[config.mk]
export PLATFORM = sky130hd
export DESIGN_NAME = pwm_duty_decoder
export DESIGN_NICKNAME = d
export VERILOG_FILES = /design/src/rtl/pwm_duty_decoder.sv
export SDC_FILE = /design/constraint.sdc
export NUM_CORES = 1
export LEC_CHECK = 0
export CAP_MARGIN = 0
export CORE_UTILIZATION = 50
export DETAILED_ROUTE_END_ITERATION = 16
export PLACE_DENSITY = 0.7
export SLEW_MARGIN = 25
export SYNTH_ARGS = -nofsm -noshare
export SYNTH_HDL_FRONTEND = slang
export SYNTH_SLANG_ARGS = --single-unit
[constraint.sdc]
create_clock -name clk -period 3.5 [get_ports clk]
set_input_delay 0.35 -clock clk [delete_from_list [all_inputs] [get_ports clk]]
set_output_delay 0.35 -clock clk [all_outputs]
set_load 0.02 [all_outputs]
[src/rtl/pwm_duty_decoder.sv]
// Recovers the dithered duty word of a half-bridge gate pair by counting high
// cycles over FRAMES windows of PERIOD clocks; also measures both deadtimes and flags overlap.
module pwm_duty_decoder #(
    parameter int PERIOD = 128,
    parameter int FRAMES = 8
) (
    input  logic       clk,
    input  logic       rst,
    input  logic       en,
    input  logic       clr,
    input  logic       duty_high,
    input  logic       duty_low,
    output logic [9:0] duty_out,
    output logic       duty_valid,
    output logic [5:0] dt_hl,
    output logic [5:0] dt_lh,
    output logic       overlap_err,
    output logic       locked
);

    localparam logic [6:0] WIN_LAST   = 7'(PERIOD - 1);
    localparam logic [2:0] FRAME_LAST = 3'(FRAMES - 1);
    localparam logic [5:0] DT_MAX     = 6'd63;

    typedef enum logic [1:0] {
        ST_IDLE,
        ST_ARM,
        ST_RUN
    } state_t;

    state_t r_state;
    state_t w_state_next;

    // Channel 0 is duty_high, channel 1 is duty_low throughout.
    logic [1:0] w_async_in;
    logic [1:0] w_sync;
    logic [1:0] w_prev;
    logic [1:0] w_rise;
    logic [1:0] w_fall;

    assign w_async_in = {duty_low, duty_high};

    genvar gi;
    generate
        for (gi = 0; gi < 2; gi++) begin : g_sync
            logic r_s1;
            logic r_s2;
            logic r_d;

            always_ff @(posedge clk or negedge rst) begin
                if (!rst) begin
                    r_s1 <= 1'b0;
                    r_s2 <= 1'b0;
                    r_d  <= 1'b0;
                end else begin
                    r_s1 <= w_async_in[gi];
                    r_s2 <= r_s1;
                    r_d  <= r_s2;
                end
            end

            assign w_sync[gi] = r_s2;
            assign w_prev[gi] = r_d;
            assign w_rise[gi] = r_s2 & ~r_d;
            assign w_fall[gi] = ~r_s2 & r_d;
        end
    endgenerate

    always_ff @(posedge clk or negedge rst) begin
        if (!rst) begin
            r_state <= ST_IDLE;
        end else begin
            r_state <= w_state_next;
        end
    end

    always_comb begin
        w_state_next = r_state;
        case (r_state)
            ST_IDLE: begin
                if (en) begin
                    w_state_next = ST_ARM;
                end
            end
            ST_ARM: begin
                if (!en) begin
                    w_state_next = ST_IDLE;
                end else if (w_rise[0]) begin
                    w_state_next = ST_RUN;
                end
            end
            ST_RUN: begin
                if (!en) begin
                    w_state_next = ST_IDLE;
                end
            end
            default: w_state_next = ST_IDLE;
        endcase
    end

    assign locked = (r_state == ST_RUN);

    // The locking edge itself is window cycle 0, so it is processed while still in ARM.
    logic        w_run_cycle;
    logic        w_win_end;
    logic        w_frame_end;
    logic [7:0]  w_hi_cnt_inc;
    logic [11:0] w_acc_sum;
    logic [9:0]  w_duty_sat;

    logic [6:0]  r_win_cnt;
    logic [7:0]  r_hi_cnt;
    logic [10:0] r_acc;
    logic [2:0]  r_frame_cnt;
    logic [9:0]  r_duty_out;
    logic        r_duty_valid;

    assign w_run_cycle  = en && ((r_state == ST_RUN) || ((r_state == ST_ARM) && w_rise[0]));
    assign w_win_end    = w_run_cycle && (r_win_cnt == WIN_LAST);
    assign w_frame_end  = w_win_end && (r_frame_cnt == FRAME_LAST);
    assign w_hi_cnt_inc = r_hi_cnt + 8'(w_sync[0]);
    assign w_acc_sum    = {1'b0, r_acc} + {4'b0, w_hi_cnt_inc};
    assign w_duty_sat   = (w_acc_sum > 12'd1023) ? 10'h3FF : w_acc_sum[9:0];

    always_ff @(posedge clk or negedge rst) begin
        if (!rst) begin
            r_win_cnt    <= '0;
            r_hi_cnt     <= '0;
            r_acc        <= '0;
            r_frame_cnt  <= '0;
            r_duty_out   <= '0;
            r_duty_valid <= 1'b0;
        end else begin
            r_duty_valid <= 1'b0;
            if (!w_run_cycle) begin
                // Partial window and frame data is dropped; duty_out keeps its last value.
                r_win_cnt   <= '0;
                r_hi_cnt    <= '0;
                r_acc       <= '0;
                r_frame_cnt <= '0;
            end else if (w_win_end) begin
                r_win_cnt <= '0;
                r_hi_cnt  <= '0;
                if (w_frame_end) begin
                    r_frame_cnt  <= '0;
                    r_acc        <= '0;
                    r_duty_out   <= w_duty_sat;
                    r_duty_valid <= 1'b1;
                end else begin
                    r_frame_cnt <= r_frame_cnt + 3'd1;
                    r_acc       <= w_acc_sum[10:0];
                end
            end else begin
                r_win_cnt <= r_win_cnt + 7'd1;
                r_hi_cnt  <= w_hi_cnt_inc;
            end
        end
    end

    assign duty_out   = r_duty_out;
    assign duty_valid = r_duty_valid;

    // Channel gi times from its own fall to the other channel's rise.
    logic             w_dt_en;
    logic [1:0][5:0]  w_dt_val;

    assign w_dt_en = (r_state != ST_IDLE);

    generate
        for (gi = 0; gi < 2; gi++) begin : g_dt
            localparam int OTHER = 1 - gi;
            logic       r_active;
            logic [5:0] r_cnt;
            logic [5:0] r_dt;

            always_ff @(posedge clk or negedge rst) begin
                if (!rst) begin
                    r_active <= 1'b0;
                    r_cnt    <= '0;
                    r_dt     <= '0;
                end else if (!w_dt_en) begin
                    r_active <= 1'b0;
                    r_cnt    <= '0;
                end else if (w_fall[gi]) begin
                    if (w_rise[OTHER]) begin
                        r_dt     <= '0;
                        r_active <= 1'b0;
                    end else if (!w_sync[OTHER]) begin
                        r_active <= 1'b1;
                        r_cnt    <= 6'd1;
                    end else begin
                        r_active <= 1'b0;
                    end
                end else if (r_active) begin
                    if (w_rise[OTHER] && !w_sync[gi]) begin
                        r_dt     <= r_cnt;
                        r_active <= 1'b0;
                    end else if (w_sync[gi] || w_sync[OTHER]) begin
                        r_active <= 1'b0;
                    end else if (r_cnt != DT_MAX) begin
                        r_cnt <= r_cnt + 6'd1;
                    end
                end
            end

            assign w_dt_val[gi] = r_dt;
        end
    endgenerate

    assign dt_hl = w_dt_val[0];
    assign dt_lh = w_dt_val[1];

    logic r_overlap;

    // Set takes priority over clear so a coincident overlap is never lost.
    always_ff @(posedge clk or negedge rst) begin
        if (!rst) begin
            r_overlap <= 1'b0;
        end else if (w_sync[0] && w_sync[1]) begin
            r_overlap <= 1'b1;
        end else if (clr) begin
            r_overlap <= 1'b0;
        end
    end

    assign overlap_err = r_overlap;

endmodule
* Word level (Yosys, flattened, before mapping)
Index checks and enable logic that the tools add are counted.
** Storage, ports and cells
- Flip-flop bits (word level) :: 75
- Input port bits :: 6
- Output and inout bits :: 25
- Word-level logic and storage cells :: 141
** Cells by class
- $add $sub $neg :: 6
- Order comparisons :: 1
- Eq/ne operators :: 24
- Multiplexer cells :: 58
- Bitwise gates (word level) :: 8
- Reductions and logical operators :: 24
** Operators with widths (count)
- 2-to-1 mux 6 bit :: 24
- 2-to-1 mux 11 bit :: 3
- inequality test 3 bit (second input constant) :: 9
- 2-to-1 mux 1 bit :: 18
- 2-to-1 mux 8 bit :: 2
- 2-to-1 mux 7 bit :: 2
- adder 11 x 8 -> 12 bit :: 1
- adder 6 x 1 -> 6 bit (second input constant) :: 2
- greater-than comparator 12 x 10 -> 1 bit (second input constant) :: 1
- inequality test 3 x 2 -> 1 bit (second input constant) :: 4
- inequality test 6 bit (second input constant) :: 2
- AND reduction 6 bit :: 2
- nonzero test 2 bit :: 6
- 2-to-1 mux 10 bit :: 1
- 2-to-1 mux 3 bit :: 3
- adder 8 x 1 -> 8 bit :: 1
- 2-to-1 mux 2 bit :: 4
- inequality test 2 bit (second input constant) :: 4
- AND reduction 4 bit :: 2
- adder 7 x 1 -> 7 bit (second input constant) :: 1
- == test 7 bit (second input constant) :: 1
- logical AND 1 bit :: 7
- case mux 2 bit (3 select lines) :: 1
- AND reduction 3 bit :: 2
- other kinds (10) :: 18

* Depth between registers and ports, before layout
- Depth in word-level cells :: 10
- Gate-level depth with buffers :: 11
- Gate-level depth less buffers :: 11

* Worst setup path before layout
Ideal clock, no wire load.
- Kind :: reg-to-reg
- From :: reg g_sync[0].r_s2
- To :: reg r_duty_out[7] (netlist: duty_out[7])
- Setup time :: 0.139 ns
- Arrival :: 2.355 ns
- Data required time :: 3.361 ns
- Setup slack :: 1.006 ns
- Stages on the path, launching flop included :: 12
- Path buffers :: 0
- Period minus slack after synthesis :: 2.494 ns
- Cell sequence :: dfrtp_1 > ha_1 > ha_1 > nand3_1 > nor2_1 > xor2_1 > ha_1 > and2_1 > o211ai_1 > or2_1 > o211ai_4 > o211ai_1
** Between the ends
- Word-level cells in the longest chain between the ends :: 7
- Elaborated cells between the ends (all ways) :: 11
- Those cells by class :: add/sub (2); order compare (1); mux (1); bitwise (1); reduce/logical (6)
** RTL lines
- start, declared :: RTL line 47 : logic r_s2;
- start signal, assigned :: RTL line 57 : r_s2 <= r_s1;
- branches (longest 7 deep; another with adder 11 x 8 -> 12 bit)
- end signal, assigned :: RTL line 147 : r_duty_out <= w_duty_sat;
- end, declared :: RTL line 115 : logic [9:0] r_duty_out;
Parallel ways; which one is timed is not known.
A chain may end at the register's enable or synchronous reset.

* Worst setup path in the final report
- From :: reg g_sync[0].r_s2
- To :: reg r_duty_out[8] (netlist: duty_out[8])
Same word-level chain as after synthesis.

==> flow_summary.toml <==
[synth]
ys_warn_count = 0
synth_top_area_cell = "dfrtp_1"
synth_edf_count = 0
ys_ff_latch = 75
post-synth-top-area-fraction_pct = 51.00
synth_most_common_cell = "dfrtp_1"
synth_area_um2 = 3680
ys_seq_area_share_pct = 51.00
synthesis.nets = 376
syn_inst = 353
syn_area_per_cell_um2 = 10.42
synthTopCellsByCount = "75 x dfrtp_1, 38 x nand2_1, 25 x nand3_1"
synthArstFlopShare_pct = 100.0
ys_types = 56
ys_top_cells_by_area = "dfrtp_1 51%, ha_1 5.4%, nand2_1 3.9%"
ys.flop_type = "dfrtp_1"

[worst_setup_path]
worstSetupEndpointType = "register"
r2r_end = "duty_out[8]"
r2r-start = "g_sync[0].r_s2"
crit_type = "register to register"
reg2reg_depth = 11
r2r_slack_ps = 580
start_kind = "register"
cp.required_ps = 3710
crit_fanout = 11
worstPathArrival_ps = 3120

[sta]
setup_viol = 0
hold_viol = 0
fmax_ghz = 0.3430
clock_skew_ps = 8.927
rsz0062_at_grt = "no"
drv_slew = 0
fin_tns_setup_ps = 0
period_needed_ps = 2916
timing.slew.headroom_pct = 41.84
hold_ws_ps = 23.09
tightestPinTransition_ps = 867.6
fin_crit_sh_pct = 83.31
fin_ws_ps = 584.3

[clock_network]
clock_path_buffers = 2
clock_sinks = 75
clk_latency_ps = 340
htreeDepth = 3
cts-root-buf = "clkbuf_8"
cts_hold_buffers = 0
cts_tree = "done"
clk_pin_slew_worst_paths_ps = 70
cts_setup_buffers = 0
cts_made_buffers = 9
cts_resized = 0

[pwr]
pwr-share-seq_pct = 56.6
p_total_mw = 1.585
power_density_nw_per_um2 = 374.8
p_comb_share_pct = 6.6
ir_drop_v = 0.0002528
swShare_pct = 23.83
p_leak_nw = 2.012
power_frac_clock_pct = 36.8
power.internal_mw = 1.207
net-switching-power_mw = 0.3776

[floorplan]
io_pins = 31
fp.dieArea_um2 = 7706
die_h_um = 87.79
initial_utilization_pct = 52.99
row_count = 30
core-area_um2 = 6944
die_w_um = 87.79

[placement]
gp_congestion = 0.9420
place_inst = 472
pre_cts_ws_ps = 602.6
port_buffers = 30
place_area_um2 = 4058
post-dp-hpwl_um = 5040

[grt]
grt_usage_pct = 21.36
grt_pass1_wl_um = 12440
grt_pass1_vias = 2666
grt_max_degree = 76
overflow = 0
antenna_found_initial = 0

[detailed_routing]
firstDrtPassIters = 4
dr.first_iter.drc_count = 122
drc = 0
antenna_left = 0
num_vias = 2724
viasPerCell = 5.605
wl_per_cell_um = 15.08
routed_wl_um = 7329

[final_layout]
layout.nets = 410
layout-drive-gt1-share_pct = 8.718
synthToLayoutAreaGrowth_pct = 14.93
diodes = 0
final_cells = 486
final_area_um2 = 4229
multi_input_area_um2 = 1715
seq_area_um2 = 1877
fill_cells = 585
fin_util_pct = 60.90

[min_path]
worst_hold_path_type = "primary input to asynchronous set/reset pin"

[run_status]
status = "complete, no violations"

[run]
cap_violations = 0
==> how the worst max path moves through the flow <==
| stage | endpoint | cells after the start | start | slack [ps] |
|---|---|---|---|---|
| global placement | duty_out[8] | 11 | g_sync[0].r_s2 | 720 |
| finish | duty_out[8] | 11 | g_sync[0].r_s2 | 580 |
| CTS | duty_out[8] | 11 | g_sync[0].r_s2 | 590 |
| detailed placement | duty_out[8] | 11 | g_sync[0].r_s2 | 600 |
| global route | duty_out[7] | 11 | g_sync[0].r_s2 | 270 |
| floorplan | duty_out[7] | 11 | g_sync[0].r_s2 | 1010 |
==> flip-flops by register name (all words and copies together) (netlist names) <==
signal         count
g_sync.r_s2        2
duty_valid         1
g_sync.r_d         2
r_state            2
g_sync.r_s1        2
r_frame_cnt        3
dt_lh              6
r_acc             11
dt_hl              6
duty_out          10
overlap_err        1
g_dt.r_active      2
r_hi_cnt           8
g_dt.r_cnt        12
r_win_cnt          7
==> final cells by class <==
cell class / instances / share of cell area (%)
Clock inverter: 2 / 0.2959
Inverter: 10 / 0.9467
Clock buffer: 12 / 3.669
Tap cell: 96 / 2.840
Multi-Input combinational cell: 260 / 40.56
Timing Repair Buffer: 31 / 7.308
Sequential cell: 75 / 44.38
==> worst max-delay path, cell delays in order, from the launching register on <==
cell      delay [ps]
dfrtp_1          510
ha_1             260
ha_1             200
nand3_1          120
nor2_1           150
xor2_1           210
ha_1             320
a211o_1          270
o211ai_1         110
o211ai_1         190
o211ai_4         310
o211ai_1         140
==> cells by family after synthesis <==
family,share of synthesized area (%)
AND/OR/NAND/NOR,17.48
AO/OA/AOI/OAI,18.33
flip-flops,51.00
XOR/XNOR,4.284
buffers and inverters,2.380
adder cells (fa/ha/maj),5.984
multiplexers,0.5441
==> cell usage in the layout (no fill, tap or decap), drive strengths merged, types with 3 or more instances in the layout <==
cell type | netlist | routed
a22oi | 7 | 7
o21ai | 25 | 25
and2 | 6 | 6
a21o | 6 | 6
nor2 | 20 | 20
xor2 | 10 | 10
o21a | 3 | 3
a22o | 9 | 9
a21oi | 13 | 13
xnor2 | 8 | 8
nand2 | 38 | 38
nand2b | 5 | 5
nor3 | 4 | 4
nand3 | 26 | 26
and3 | 10 | 10
dfrtp | 75 | 75
nor2b | 7 | 7
a31o | 7 | 7
a31oi | 4 | 4
o211ai | 8 | 8
inv | 10 | 10
clkdlybuf4s50 | 0 | 29
or2 | 3 | 3
ha | 16 | 16
clkbuf | 1 | 12
==> power groups by stage <==
stage | Clock [mW] | Combinational (mW) | Sequential, mW
after detailed placement | 0 | 0.106 | 0.914
after CTS | 0.610 | 0.106 | 0.897
after global placement | 0 | 0.105 | 0.913
after global routing | 0.645 | 0.118 | 0.899
after floorplan | 0 | 0.0513 | 0.918
final | 0.583 | 0.105 | 0.897
==> metal layers <==
layer,track usage [%],routed length (um),vias to the layer above
met3,5.938,242,14
met1,26.60,3453,1325
li1,-,-,1343
met2,34.95,3476,42
met4,9.091,155,0
met5,0,0,-
Power figures use the tool's default switching activity.
